File: src/rtl/lram_writer_if.sv
`timescale 1ns/1ps
// Signal bundle for the line-RAM writer: start/offset control, header byte
// stream, graphics read port, line-RAM write port and status.
// The master modport is the writer block itself; the slave modport is the
// surrounding environment (list source, graphics memory, line RAM).
interface lram_writer_if;
    // control
    logic       START;
    logic [3:0] LINE_OFFSET;
    // display-list header byte stream
    logic       HDR_VALID;
    logic [7:0] HDR_DATA;
    logic       HDR_READY;
    // graphics read port
    logic        MEM_REQ;
    logic [15:0] MEM_ADDR;
    logic        MEM_ACK;
    logic [7:0]  MEM_DATA;
    // line-RAM write port
    logic [7:0] INPUT_ADDR;
    logic       INPUT_W;
    logic [2:0] PALETTE;
    logic       PALETTE_W;
    logic       WM;
    logic       WM_W;
    logic [7:0] PIXELS;
    logic       PIXELS_W;
    // status
    logic       BUSY;
    logic       DONE;

    modport master (
        input  START, LINE_OFFSET,
        input  HDR_VALID, HDR_DATA,
        output HDR_READY,
        output MEM_REQ, MEM_ADDR,
        input  MEM_ACK, MEM_DATA,
        output INPUT_ADDR, INPUT_W, PALETTE, PALETTE_W, WM, WM_W, PIXELS, PIXELS_W,
        output BUSY, DONE
    );

    modport slave (
        output START, LINE_OFFSET,
        output HDR_VALID, HDR_DATA,
        input  HDR_READY,
        input  MEM_REQ, MEM_ADDR,
        output MEM_ACK, MEM_DATA,
        input  INPUT_ADDR, INPUT_W, PALETTE, PALETTE_W, WM, WM_W, PIXELS, PIXELS_W,
        input  BUSY, DONE
    );
endinterface

File: src/rtl/lram_writer.sv
`timescale 1ns/1ps
// Line-RAM writer: walks one zone line of a display list. Each entry's
// header is collected byte by byte, the line RAM is pointed at the object
// (position, palette, write mode), then the object's graphics bytes are
// fetched one at a time and pushed into the line RAM. An entry whose second
// byte decodes as end-of-list finishes the line.
// Every output is decoded from the current state only, so the asynchronous
// reset forces all of them to 0 at once.
module lram_writer (
    input  logic          SYSCLK,
    input  logic          RESET,
    lram_writer_if.master bus
);

    typedef enum logic [2:0] {
        S_IDLE  = 3'd0,
        S_HDR   = 3'd1,
        S_SETUP = 3'd2,
        S_FETCH = 3'd3,
        S_WRITE = 3'd4,
        S_DONE  = 3'd5
    } state_t;

    state_t state_reg, state_next;

    // header byte index, object byte counter, captured graphics byte and
    // the object's graphics base address (latched once per object so the
    // fetch address cannot move if LINE_OFFSET changes mid-object)
    logic [2:0]  idx_reg,  idx_next;
    logic [5:0]  cnt_reg,  cnt_next;
    logic [7:0]  pix_reg,  pix_next;
    logic [15:0] base_reg, base_next;

    // up to five header bytes, indexed by position in the header
    logic [4:0][7:0] hdr_reg;
    logic            hdr_take;

    assign hdr_take = (state_reg == S_HDR) && bus.HDR_VALID;

    // one storage byte per header position; only the byte at the current
    // index captures, and only on an accepted transfer
    for (genvar gi = 0; gi < 5; gi++) begin : g_hdr
        logic [7:0] byte_reg;

        // capture header byte gi when it is the one being transferred
        always_ff @(posedge SYSCLK or posedge RESET) begin
            if (RESET) begin
                byte_reg <= 8'd0;
            end else if (hdr_take && (idx_reg == 3'(gi))) begin
                byte_reg <= bus.HDR_DATA;
            end
        end

        assign hdr_reg[gi] = byte_reg;
    end

    // Header field decode. Byte 1 with a nonzero width field selects the
    // 4-byte form; zero width with bit 6 set selects the 5-byte form whose
    // palette/width live in byte 3. End-of-list never reaches these fields.
    logic       long_hdr;
    logic [7:0] f_pl;
    logic [7:0] f_ph;
    logic [7:0] f_hpos;
    logic [2:0] f_pal;
    logic [4:0] f_w;
    logic       f_wm;
    logic       f_ind;
    logic [5:0] byte_count;
    logic       last_hdr_byte;
    logic       end_of_list;
    logic [5:0] cnt_plus;

    assign long_hdr = (hdr_reg[1][4:0] == 5'd0) && hdr_reg[1][6];
    assign f_pl     = hdr_reg[0];
    assign f_ph     = hdr_reg[2];
    assign f_pal    = long_hdr ? hdr_reg[3][7:5] : hdr_reg[1][7:5];
    assign f_w      = long_hdr ? hdr_reg[3][4:0] : hdr_reg[1][4:0];
    assign f_hpos   = long_hdr ? hdr_reg[4]      : hdr_reg[3];
    assign f_wm     = long_hdr & hdr_reg[1][7];
    assign f_ind    = long_hdr & hdr_reg[1][5];

    // width field counts down from 32; zero means a full 32-byte object
    assign byte_count = (f_w == 5'd0) ? 6'd32 : (6'd32 - {1'b0, f_w});

    // the header length is known once byte 1 is stored, so by index 3 the
    // stored byte decides whether 3 or 4 is the final index
    assign last_hdr_byte = ((idx_reg == 3'd3) && !long_hdr) || (idx_reg == 3'd4);

    // end-of-list is decided on the incoming byte 1 itself
    assign end_of_list = (idx_reg == 3'd1) &&
                         (bus.HDR_DATA[4:0] == 5'd0) && !bus.HDR_DATA[6];

    assign cnt_plus = cnt_reg + 6'd1;

    // state register
    always_ff @(posedge SYSCLK or posedge RESET) begin
        if (RESET) begin
            state_reg <= S_IDLE;
        end else begin
            state_reg <= state_next;
        end
    end

    // datapath registers: header index, byte counter, captured byte, base
    always_ff @(posedge SYSCLK or posedge RESET) begin
        if (RESET) begin
            idx_reg  <= 3'd0;
            cnt_reg  <= 6'd0;
            pix_reg  <= 8'd0;
            base_reg <= 16'd0;
        end else begin
            idx_reg  <= idx_next;
            cnt_reg  <= cnt_next;
            pix_reg  <= pix_next;
            base_reg <= base_next;
        end
    end

    // next-state and output decode; all strobes default low
    always_comb begin
        state_next     = state_reg;
        idx_next       = idx_reg;
        cnt_next       = cnt_reg;
        pix_next       = pix_reg;
        base_next      = base_reg;

        bus.HDR_READY  = 1'b0;
        bus.MEM_REQ    = 1'b0;
        bus.MEM_ADDR   = 16'd0;
        bus.INPUT_ADDR = 8'd0;
        bus.INPUT_W    = 1'b0;
        bus.PALETTE    = 3'd0;
        bus.PALETTE_W  = 1'b0;
        bus.WM         = 1'b0;
        bus.WM_W       = 1'b0;
        bus.PIXELS     = 8'd0;
        bus.PIXELS_W   = 1'b0;
        bus.BUSY       = (state_reg != S_IDLE);
        bus.DONE       = 1'b0;

        case (state_reg)
            S_IDLE: begin
                if (bus.START) begin
                    state_next = S_HDR;
                    idx_next   = 3'd0;
                end
            end

            S_HDR: begin
                bus.HDR_READY = 1'b1;
                if (bus.HDR_VALID) begin
                    idx_next = idx_reg + 3'd1;
                    if (end_of_list) begin
                        state_next = S_DONE;
                        idx_next   = 3'd0;
                    end else if (last_hdr_byte) begin
                        state_next = S_SETUP;
                        idx_next   = 3'd0;
                    end
                end
            end

            S_SETUP: begin
                bus.INPUT_W    = 1'b1;
                bus.PALETTE_W  = 1'b1;
                bus.WM_W       = 1'b1;
                bus.INPUT_ADDR = f_hpos;
                bus.PALETTE    = f_pal;
                bus.WM         = f_wm;
                base_next      = {f_ph + {4'd0, bus.LINE_OFFSET}, f_pl};
                cnt_next       = 6'd0;
                // indirect objects only position the line RAM; no graphics
                state_next     = f_ind ? S_HDR : S_FETCH;
            end

            S_FETCH: begin
                bus.MEM_REQ  = 1'b1;
                bus.MEM_ADDR = base_reg + {10'd0, cnt_reg};
                if (bus.MEM_ACK) begin
                    pix_next   = bus.MEM_DATA;
                    state_next = S_WRITE;
                end
            end

            S_WRITE: begin
                bus.PIXELS_W = 1'b1;
                bus.PIXELS   = pix_reg;
                cnt_next     = cnt_plus;
                if (cnt_plus == byte_count) begin
                    state_next = S_HDR;
                    idx_next   = 3'd0;
                end else begin
                    state_next = S_FETCH;
                end
            end

            S_DONE: begin
                bus.DONE   = 1'b1;
                state_next = S_IDLE;
            end

            default: begin
                state_next = S_IDLE;
            end
        endcase
    end

endmodule

File: src/flat_wrapper.sv
// flat-port wrapper written by rule: the top's interface ports become plain ports
module lram_writer_flat 
  (SYSCLK, RESET, bus_START, bus_LINE_OFFSET, bus_HDR_VALID, bus_HDR_DATA, bus_HDR_READY, bus_MEM_REQ, bus_MEM_ADDR, bus_MEM_ACK, bus_MEM_DATA, bus_INPUT_ADDR, bus_INPUT_W, bus_PALETTE, bus_PALETTE_W, bus_WM, bus_WM_W, bus_PIXELS, bus_PIXELS_W, bus_BUSY, bus_DONE);
  lram_writer_if bus_i ();
  input  logic SYSCLK;
  input  logic RESET;
  input wire logic [$bits(bus_i.START)-1:0] bus_START;
  input wire logic [$bits(bus_i.LINE_OFFSET)-1:0] bus_LINE_OFFSET;
  input wire logic [$bits(bus_i.HDR_VALID)-1:0] bus_HDR_VALID;
  input wire logic [$bits(bus_i.HDR_DATA)-1:0] bus_HDR_DATA;
  output wire logic [$bits(bus_i.HDR_READY)-1:0] bus_HDR_READY;
  output wire logic [$bits(bus_i.MEM_REQ)-1:0] bus_MEM_REQ;
  output wire logic [$bits(bus_i.MEM_ADDR)-1:0] bus_MEM_ADDR;
  input wire logic [$bits(bus_i.MEM_ACK)-1:0] bus_MEM_ACK;
  input wire logic [$bits(bus_i.MEM_DATA)-1:0] bus_MEM_DATA;
  output wire logic [$bits(bus_i.INPUT_ADDR)-1:0] bus_INPUT_ADDR;
  output wire logic [$bits(bus_i.INPUT_W)-1:0] bus_INPUT_W;
  output wire logic [$bits(bus_i.PALETTE)-1:0] bus_PALETTE;
  output wire logic [$bits(bus_i.PALETTE_W)-1:0] bus_PALETTE_W;
  output wire logic [$bits(bus_i.WM)-1:0] bus_WM;
  output wire logic [$bits(bus_i.WM_W)-1:0] bus_WM_W;
  output wire logic [$bits(bus_i.PIXELS)-1:0] bus_PIXELS;
  output wire logic [$bits(bus_i.PIXELS_W)-1:0] bus_PIXELS_W;
  output wire logic [$bits(bus_i.BUSY)-1:0] bus_BUSY;
  output wire logic [$bits(bus_i.DONE)-1:0] bus_DONE;
  assign bus_i.START = bus_START;
  assign bus_i.LINE_OFFSET = bus_LINE_OFFSET;
  assign bus_i.HDR_VALID = bus_HDR_VALID;
  assign bus_i.HDR_DATA = bus_HDR_DATA;
  assign bus_HDR_READY = bus_i.HDR_READY;
  assign bus_MEM_REQ = bus_i.MEM_REQ;
  assign bus_MEM_ADDR = bus_i.MEM_ADDR;
  assign bus_i.MEM_ACK = bus_MEM_ACK;
  assign bus_i.MEM_DATA = bus_MEM_DATA;
  assign bus_INPUT_ADDR = bus_i.INPUT_ADDR;
  assign bus_INPUT_W = bus_i.INPUT_W;
  assign bus_PALETTE = bus_i.PALETTE;
  assign bus_PALETTE_W = bus_i.PALETTE_W;
  assign bus_WM = bus_i.WM;
  assign bus_WM_W = bus_i.WM_W;
  assign bus_PIXELS = bus_i.PIXELS;
  assign bus_PIXELS_W = bus_i.PIXELS_W;
  assign bus_BUSY = bus_i.BUSY;
  assign bus_DONE = bus_i.DONE;
  lram_writer u_core (.SYSCLK(SYSCLK), .RESET(RESET), .bus(bus_i));
endmodule
File: config.mk
export PLATFORM = sky130hd
export DESIGN_NAME = lram_writer_flat
export DESIGN_NICKNAME = d
export VERILOG_FILES = /design/src/rtl/lram_writer_if.sv /design/src/rtl/lram_writer.sv /design/src/flat_wrapper.sv
export SDC_FILE = /design/constraint.sdc
export NUM_CORES = 1
export LEC_CHECK = 0
export ABC_AREA = 1
export CORE_ASPECT_RATIO = 1.75
export CORE_UTILIZATION = 54
export CTS_CLUSTER_DIAMETER = 50
export DETAILED_ROUTE_END_ITERATION = 10
export GPL_ROUTABILITY_DRIVEN = 0
export PLACE_DENSITY = 0.86
export SLEW_MARGIN = 20
export SYNTH_ARGS = -nofsm -noshare
export SYNTH_HDL_FRONTEND = slang
export SYNTH_SLANG_ARGS = --single-unit
File: constraint.sdc
create_clock -name SYSCLK -period 3 [get_ports SYSCLK]
set_input_delay 0.6 -clock SYSCLK [delete_from_list [all_inputs] [get_ports SYSCLK]]
set_output_delay 0.6 -clock SYSCLK [all_outputs]
set_load 0.05 [all_outputs]
==> flow_summary.yaml, run 1 <==
outcome:
  status: "finished, violations left"
  violations: "negative setup slack"
synthesis:
  synthTopCellsByArea: "dfrtp_1 (44%), nand2_1 (12%), o21ai_0 (7.4%)"
  synth_edf_count: 0
  synth_top_cell_by_area: "dfrtp_1"
  synth_async_sr_flop_share: 1.000
  netlist_area_mm2: 0.004345
  ys_top_cells_by_count: "nand2_1 (139), nor2_1 (78), dfrtp_1 (76)"
  synth_top_cell_area_share: 0.4377
  ys.flop_type: "dfrtp_1"
  synth.distinct_cells: 36
  synth-seq-cells: 76
  avgSynthCellArea_um2: 7.610
  yosysWarnings: 0
  synth.most_common_cell: "nand2_1"
  ys_seq_area_frac: 0.4377
  syn_nets: 616
  syn_inst: 571
clocking:
  clock_latency_ps: 340
  hold_buffers: 0
  cts_root_buf: "clkbuf_16"
  cts_inserted_buffers: 9
  htreeDepth: 3
  cts_tree: "done"
  path_clk_slew_ps: 60
  clock_path_buffers: 2
  clock_sinks: 76
floorplanning:
  fp.dieH_um: 120.7
  start_util: 0.5664
  die-area_mm2: 0.008424
  rows: 42
  ios: 69
  die_x_um: 69.81
  design.core.area_mm2: 0.007672
sta:
  hold_viol: 0
  finalSetupViolations: 10
  fin_tns_setup_ps: -1861
  max_freq_mhz: 305.6
  rsz0062_at_grt: "true"
  slew_headroom: 0.6376
  finClkSkew_ps: 5.921
  finalCritPeriodShare: 1.091
  finalCriticalPeriod_ps: 3272
  slew_violations: 0
  worstMarginPinSlew_ps: 542.0
  setup_ws_ps: -272.0
global_route:
  grt_pass1_wl_um: 18430
  grt_overflow: 0
  met2_usage: 0.5120
  use_met1: 0.2961
  grt_antenna_before_repair: 0
  grt_util_met3: 0.05250
  grt_max_degree: 77
  top_usage_layer: "met2"
  grt_pass1_vias: 4034
  grtUsageTotal: 0.2810
placement:
  pre_cts_ws_ps: 52.60
  dp_cells: 719
  dp.final_hpwl_um: 7841
  portBuffers: 68
finish:
  final_layout_size_suffix_gt1_frac: 0.2172
  diodes: 0
  finalNonFillerCells: 751
  final_nets: 703
  largest_reg_flops: 24
  area_delta_synth_final_pct: 36.86
worst_hold_path:
  holdPathEnd: "u_core.f_pl[3]"
  hold_path.class: "reg2reg"
  hp-start: "u_core.f_pl[3]"
  worstHoldPathCells: 2
routing:
  drc: 0
  first_iter_violations: 260
  wl_per_cell_um: 15.76
  routed_via_density: 5.462
  ant_nets: 0
  routed_wl_um: 11840
  dr.pass1.iters: 5
  vias: 4102
power:
  power_per_cell_area_mw_per_mm2: 898.8
  p_total_uw: 5345
  p_leak_uw: 0.002820
  ir_worst_vdd_mv: 0.5799
worst_setup_path:
  start_kind: "register"
  rr_worst_depth: 21
  endpoint_kind: "output port"
  crit_type: "reg2out"
  path_max_fanout: 4
  cp.arrival_ps: 2670
  reg2reg_from: "u_core.g_hdr[1].byte_reg[0]"
  regToRegSetupSlack_ps: 320
  r2r-end: "u_core.idx_reg[2]"
  crit_required_ps: 2400
job:
  drv_cap: 0
-- report_power, final --
part           internal (uW)  switching, uW  total (uW)
registers               1430            350        1780
logic                    930           1610        2540
clock network            623            402        1020
-- layer usage --
metal,wire (um),vias to the layer above
li1,-,1977
met1,4370,1911
met4,552,0
met2,6301,174
met3,611,40
met5,0,-
-- stage by stage --
stage / util / hold slack (ps) / area, um^2
final: 0.7751 / 486.7 / 5947
after floorplan: - / 442.2 / 4377
after CTS: 0.7593 / 487.7 / 5826
after detailed placement: 0.7069 / 462.4 / 5424
after global routing: 0.7751 / 493.7 / 5947
after global placement: 0.7069 / 458.9 / 5424
-- critical path, stage by stage, from the launching register on --
cell and delay [ps]:
dfrtp_1 390, ha_2 210, fa_2 350, nand2_2 70, inv_2 30, o21a_1 180, nor2_1 90, nor2_1 60
nor2_1 120, o21bai_2 100, nand2_2 110, nor2_4 50, nand2_2 70, inv_2 50, nand3_1 90, nand2_2 70
nor2_4 120, buf_12 150
-- cell families after synthesis --
family / count (synthesis) / synth area share
compound gates: 101 / 0.1253
xor+xnor: 9 / 0.01814
fa+ha+maj: 20 / 0.06104
buf+inv: 94 / 0.08321
flops: 76 / 0.4377
simple gates: 271 / 0.2747
-- cell type report --
type	instances	area (um^2)
clock buffers	12	266.5
clock inverters	4	22.52
fillers	466	1725
inverters	78	292.8
multi-input cells	401	2223
flip-flops and latches	76	1902
well taps	88	110.1
repair buffers	92	1130
-- cell usage in the layout (no fill, tap or decap), types with 9 or more instances in the layout --
| master | Yosys | final |
|---|---|---|
| buf_12 | 0 | 29 |
| nand2_1 | 139 | 133 |
| o21ai_0 | 64 | 64 |
| buf_4 | 2 | 33 |
| clkdlybuf4s50_1 | 0 | 29 |
| a21oi_1 | 24 | 18 |
| inv_1 | 70 | 66 |
| nor2_1 | 78 | 70 |
| clkbuf_16 | 0 | 9 |
| ha_1 | 18 | 16 |
| nand2_2 | 5 | 11 |
| nand3_1 | 16 | 16 |
| nor2_2 | 4 | 9 |
| dfrtp_1 | 76 | 76 |
| inv_2 | 8 | 12 |
-- repair_timing --
item                                    CTS  global route
endpoints found under the setup margin   10            14
setup buffers                             9             7
gates resized for setup                  10            21
gates cloned                              0             0
pin swaps                                 7             7
-- worst max-delay path by stage --
stage	slack, ps	endpoint	start
after floorplan	-50	bus_MEM_ADDR[10]	u_core.cnt_reg[0]
after global placement	170	bus_MEM_ADDR[12]	u_core.base_reg[0]
after detailed placement	50	bus_MEM_ADDR[12]	u_core.base_reg[0]
after CTS	-230	bus_MEM_ADDR[12]	u_core.cnt_reg[0]
after global routing	-390	bus_MEM_ADDR[12]	u_core.base_reg[0]
final	-270	bus_MEM_ADDR[12]	u_core.base_reg[0]
Note: power is estimated with default switching activity, not from simulation.
==> run 2, diff against run 1 <==
==> constraint.sdc (replaced) <==
create_clock -name SYSCLK -period 3 [get_ports SYSCLK]
set_input_delay 0.75 -clock SYSCLK [delete_from_list [all_inputs] [get_ports SYSCLK]]
set_output_delay 0.75 -clock SYSCLK [all_outputs]
set_load 0.05 [all_outputs]
==> flow_summary.yaml, run 2 (synthesis gave the netlist of run 1 again) <==
placement:
  placed_cell_area_mm2: 0.005665
  portBuffers: 68
  dp.final_hpwl_um: 8643
  dp_cells: 724
  pre_cts_ws_ps: -80.64
global_route:
  grtUsageTotal: 0.3092
  grt_pass1_wl_um: 20180
  grt_overflow: 0
  grt_max_degree: 45
  grt_antenna_before_repair: 0
  grt_pass1_vias: 4506
routing:
  first_iter_violations: 304
  ant_nets: 0
  routed_via_density: 5.712
  drc: 0
  dr.pass1.iters: 5
  wl_per_cell_um: 16.35
  routed_wl_um: 12260
  vias: 4284
floorplanning:
  die_x_um: 69.81
  die-area_mm2: 0.008424
  start_util: 0.5664
  ios: 69
  rows: 42
  design.core.area_mm2: 0.007672
  fp.dieH_um: 120.7
outcome:
  violations: "negative setup slack"
  status: "finished, violations left"
finish:
  final_area_mm2: 0.006138
  regArea_mm2: 0.001902
  area_delta_synth_final_pct: 41.26
  diodes: 0
  multiInputGateArea_mm2: 0.002280
  largest_reg_flops: 24
  final_cell_mix: "nand2_1 (135), dfrtp_1 (76), inv_1 (66)"
  finalNonFillerCells: 750
  layout_commonest_cell: "nand2_1"
  final_nets: 702
  fillers: 436
  final_layout_size_suffix_gt1_frac: 0.2296
worst_setup_path:
  path_max_fanout: 4
  slowest_delay_ps: 390
  slowest_stage: "dfrtp_1"
  cp.arrival_ps: 2670
  path_delay_family: "simple AND/OR/NAND/NOR gates"
  crit_type: "reg2out"
  crit_required_ps: 2250
  endpoint_kind: "output port"
  path_cells: "ha_2 > fa_2 > nand2_2 > inv_2 > o21a_1 > nor2_2 > nor2_2 > nor2_1 > o21bai_2 > nand2_2 > nor2_4 > nand2_4 > inv_8 > nand3_2 > nand2_2 > nor2_4 > buf_12"
  worst-path-buf-inv: 3
  cp_num_cells: 17
  start_kind: "register"
  cpMostUsedCell: "nand2_2"
  rr_worst_depth: 23
sta:
  worstMarginPinSlew_ps: 612.2
  finalCriticalPeriod_ps: 3417
  slew_headroom: 0.5914
  setup_ws_ps: -416.5
  hold_viol: 0
  finalCritPeriodShare: 1.139
  finClkSkew_ps: 5.254
  max_freq_mhz: 292.7
  slew_violations: 0
  finalSetupViolations: 10
  rsz0062_at_grt: "true"
clocking:
  htreeDepth: 3
  cts_root_buf: "clkbuf_16"
  clock_sinks: 76
  clock_latency_ps: 340
  clock_path_buffers: 2
  path_clk_slew_ps: 60
  hold_buffers: 0
  cts_tree: "done"
  cts_inserted_buffers: 9
power:
  switching_share: 0.4456
  ir_worst_vdd_mv: 0.6418
  p_seq_frac: 0.322
  pwr-share-clk: 0.194
  p_leak_uw: 0.002877
  intPower_uw: 3090
  comb_power_share: 0.484
  power_per_cell_area_mw_per_mm2: 908.0
  p_switching_uw: 2483
job:
  drv_cap: 0
worst_hold_path:
  hold_path.class: "reg2reg"
  worstHoldPathCells: 2
==> run 2: worst paths after layout <==
kind	startpoint	end	slack [ps]
max in group asynchronous	RESET	u_core.g_hdr[4].byte_reg[2]	1660
worst max register to register	u_core.g_hdr[1].byte_reg[0]	u_core.idx_reg[2]	180
min in group asynchronous	RESET	u_core.pix_reg[6]	610
worst min register to register	u_core.f_pl[3]	u_core.base_reg[3]	480
worst max-delay path	u_core.cnt_reg[0]	bus_MEM_ADDR[12]	-420
worst min-delay path	u_core.f_pl[3]	u_core.base_reg[3]	480
==> run 2: final cells by class <==
| type | count | area share |
|---|---|---|
| Tap cell | 88 | 0.01794 |
| Clock inverter | 6 | 0.01040 |
| Inverter | 78 | 0.04892 |
| Multi-Input combinational cell | 401 | 0.3714 |
| Clock buffer | 10 | 0.03893 |
| Timing Repair Buffer | 91 | 0.2026 |
| Sequential cell | 76 | 0.3098 |
==> run 2: what timing repair did <==
item                                    in CTS  in global routing
endpoints found under the hold margin        0                  0
pin swaps                                    9                 13
endpoints found under the setup margin      10                 18
resized for setup                           16                 10
setup buffers                                6                  6
==> run 2: through the flow <==
step | hold slack [ps] | power [uW] | util | TNS [ps]
final | 482.3 | 5574 | 0.8001 | -2897
after global routing | 509.8 | 5921 | 0.8001 | -4238
after CTS | 479.5 | 5518 | 0.7926 | -2107
after detailed placement | 464.5 | 4318 | 0.7384 | -155.5
after global placement | 454.0 | 4136 | 0.7384 | 0
after floorplan | 442.2 | 3480 | - | -108.5
==> run 2: layer usage <==
layer,vias up,wire length (um),track usage
li1,1977,-,-
met1,2035,4147,0.3058
met2,197,6666,0.5571
met3,75,652,0.05667
met4,0,793,0.2388
met5,-,0,0
==> run 2: power groups by stage <==
stage	Sequential (uW)	Clock (uW)	Combinational [uW]
2_1_floorplan	1670	0	1810
3_3_place_gp	1720	0	2420
3_5_place_dp	1760	0	2560
4_1_cts	1770	1080	2660
5_1_grt	1840	1130	2960
6_report	1800	1080	2700
==> run 2: tightest hold or removal path: cells and delay by family, from the launching register on <==
kind,cells,cell delay [ps]
flip-flops,1,340
AND/OR/NAND/NOR,2,110
==> run 3, diff against run 2 <==
--- a/config.mk
+++ b/config.mk
@@ -11,6 +11,7 @@
 export CTS_CLUSTER_DIAMETER = 50
 export DETAILED_ROUTE_END_ITERATION = 10
 export GPL_ROUTABILITY_DRIVEN = 0
+export MAX_ROUTING_LAYER = met4
 export PLACE_DENSITY = 0.86
 export SLEW_MARGIN = 20
 export SYNTH_ARGS = -nofsm -noshare
==> flow_summary.yaml, run 3 (synthesis gave the netlist of run 1 again) <==
worst_setup_path:
  cp_num_cells: 17
  slowest_delay_ps: 390
  endpoint_kind: "output port"
  crit_type: "reg2out"
  reg2reg_from: "u_core.g_hdr[1].byte_reg[0]"
  cp.arrival_ps: 2670
  regToRegSetupSlack_ps: 190
  path_max_fanout: 4
  worst-path-buf-inv: 3
  endpoint: "bus_MEM_ADDR[12]"
  path_cells: "ha_2 > fa_2 > nand2_2 > inv_2 > o21a_1 > nor2_2 > nor2_2 > nor2_1 > o21bai_2 > nand2_2 > nor2_4 > nand2_4 > inv_8 > nand3_2 > nand2_2 > nor2_4 > buf_12"
  cp-startpoint: "u_core.cnt_reg[0]"
  rr_worst_depth: 23
  start_kind: "register"
  crit_required_ps: 2250
  slowest_stage: "dfrtp_1"
  cpMostUsedCell: "nand2_2"
  path_delay_family: "simple AND/OR/NAND/NOR gates"
  r2r-end: "u_core.state_reg[1]"
finish:
  final_nets: 702
  final_area_mm2: 0.006138
  final_layout_size_suffix_gt1_frac: 0.2296
  area_delta_synth_final_pct: 41.26
  final_cell_mix: "nand2_1 (135), dfrtp_1 (76), inv_1 (66)"
  diodes: 0
  largest_reg_flops: 24
  layout_commonest_cell: "nand2_1"
power:
  switching_share: 0.4457
  ir_worst_vdd_mv: 0.6463
  p_leak_uw: 0.002877
  p_seq_frac: 0.322
  power_per_cell_area_mw_per_mm2: 908.2
  p_total_uw: 5575
  pwr-share-clk: 0.195
  intPower_uw: 3090
  p_switching_uw: 2484
  comb_power_share: 0.484
floorplanning:
  start_util: 0.5664
  die_x_um: 69.81
  design.core.area_mm2: 0.007672
  fp.dieH_um: 120.7
  rows: 42
  die-area_mm2: 0.008424
  ios: 69
sta:
  hold_viol: 0
  max_freq_mhz: 292.2
  slew_violations: 0
  slew_headroom: 0.5892
  setup_ws_ps: -422.5
  finClkSkew_ps: 5.620
  finalCriticalPeriod_ps: 3422
  timing.hold.ws_ps: 479.9
  finalSetupViolations: 10
  rsz0062_at_grt: "true"
  fin_tns_setup_ps: -2973
  finalCritPeriodShare: 1.141
  worstMarginPinSlew_ps: 615.6
routing:
  first_iter_violations: 386
  ant_nets: 0
  routed_via_density: 5.683
  dr.pass1.iters: 5
  drc: 0
  vias: 4262
  routed_wl_um: 12240
  wl_per_cell_um: 16.32
clocking:
  htreeDepth: 3
  hold_buffers: 0
  path_clk_slew_ps: 60
  clock_sinks: 76
  cts_inserted_buffers: 9
  cts_tree: "done"
  cts_root_buf: "clkbuf_16"
  clock_path_buffers: 2
  clock_latency_ps: 340
placement:
  pre_cts_ws_ps: -80.64
  dp.final_hpwl_um: 8643
  portBuffers: 68
  placed_cell_area_mm2: 0.005665
worst_hold_path:
  hold_path.class: "reg2reg"
global_route:
  grt_antenna_before_repair: 0
  grt_util_met3: 0.05417
  grt_max_degree: 45
  use_met1: 0.3081
  met2_usage: 0.5547
  grt_pass1_vias: 4503
  grtUsageTotal: 0.3180
  grt_overflow: 0
  top_usage_layer: "met2"
  grt_pass1_wl_um: 20190
outcome:
  status: "finished, violations left"
  violations: "negative setup slack"
job:
  drv_cap: 0
## run 3: stage by stage
| step | utilization | cells |
|---|---|---|
| final | 0.8001 | 750 |
| after global routing | 0.8001 | 750 |
| after CTS | 0.7926 | 746 |
| after detailed placement | 0.7384 | 724 |
| after global placement | 0.7384 | 724 |
| after floorplan | - | 571 |
## run 3: cell type report
type | instances | area [um^2]
repair buffers | 91 | 1244
inverters | 78 | 300.3
flip-flops and latches | 76 | 1902
clock inverters | 6 | 63.81
well taps | 88 | 110.1
multi-input cells | 401 | 2280
fillers | 436 | 1534
clock buffers | 10 | 239.0
## run 3: worst min path at each step
| stage | depth (start not counted) | slack (ps) | start | endpoint |
|---|---|---|---|---|
| after floorplan | 2 | 440 | u_core.f_pl[0] | u_core.base_reg[0] |
| after global placement | 2 | 450 | u_core.f_pl[4] | u_core.base_reg[4] |
| after detailed placement | 2 | 460 | u_core.f_pl[5] | u_core.base_reg[5] |
| after CTS | 2 | 480 | u_core.f_pl[3] | u_core.base_reg[3] |
| after global routing | 2 | 510 | u_core.g_hdr[4].byte_reg[4] | u_core.g_hdr[4].byte_reg[4] |
| final | 2 | 480 | u_core.f_pl[3] | u_core.base_reg[3] |
## run 3: metal layers
layer / share of wire / routed length, um
met5: 0 / 0
met4: 0.068 / 829
met3: 0.053 / 643
met2: 0.54 / 6651
met1: 0.34 / 4117
## run 3: worst reg2reg max path, stage by stage, from the launching register on
cell,delay [ps]
dfrtp_1,420
nor2_4,180
inv_2,50
nor2_2,160
nand3_1,80
nand2_1,150
inv_1,70
ha_1,170
inv_1,90
nor3_1,70
ha_1,300
inv_1,50
nand2_1,50
nand2_1,50
nor2_1,100
nand2_1,80
nor2_2,90
nand2_1,80
inv_2,80
nand3_4,80
nand2_4,100
nand2_1,60
nand2_1,80
nand2_1,50
## run 3: power groups by stage
stage                     Combinational, uW  Clock, uW  Sequential [uW]
after floorplan                        1810          0             1670
after global placement                 2420          0             1720
after detailed placement               2560          0             1760
after CTS                              2660       1080             1770
after global routing                   2950       1130             1840
final                                  2700       1090             1790
## run 3: what timing repair did
item	4_1_cts	5_1_grt
resized for setup	16	10
setup endpoints to repair	10	18
pin swaps	9	13
setup buffers	6	6
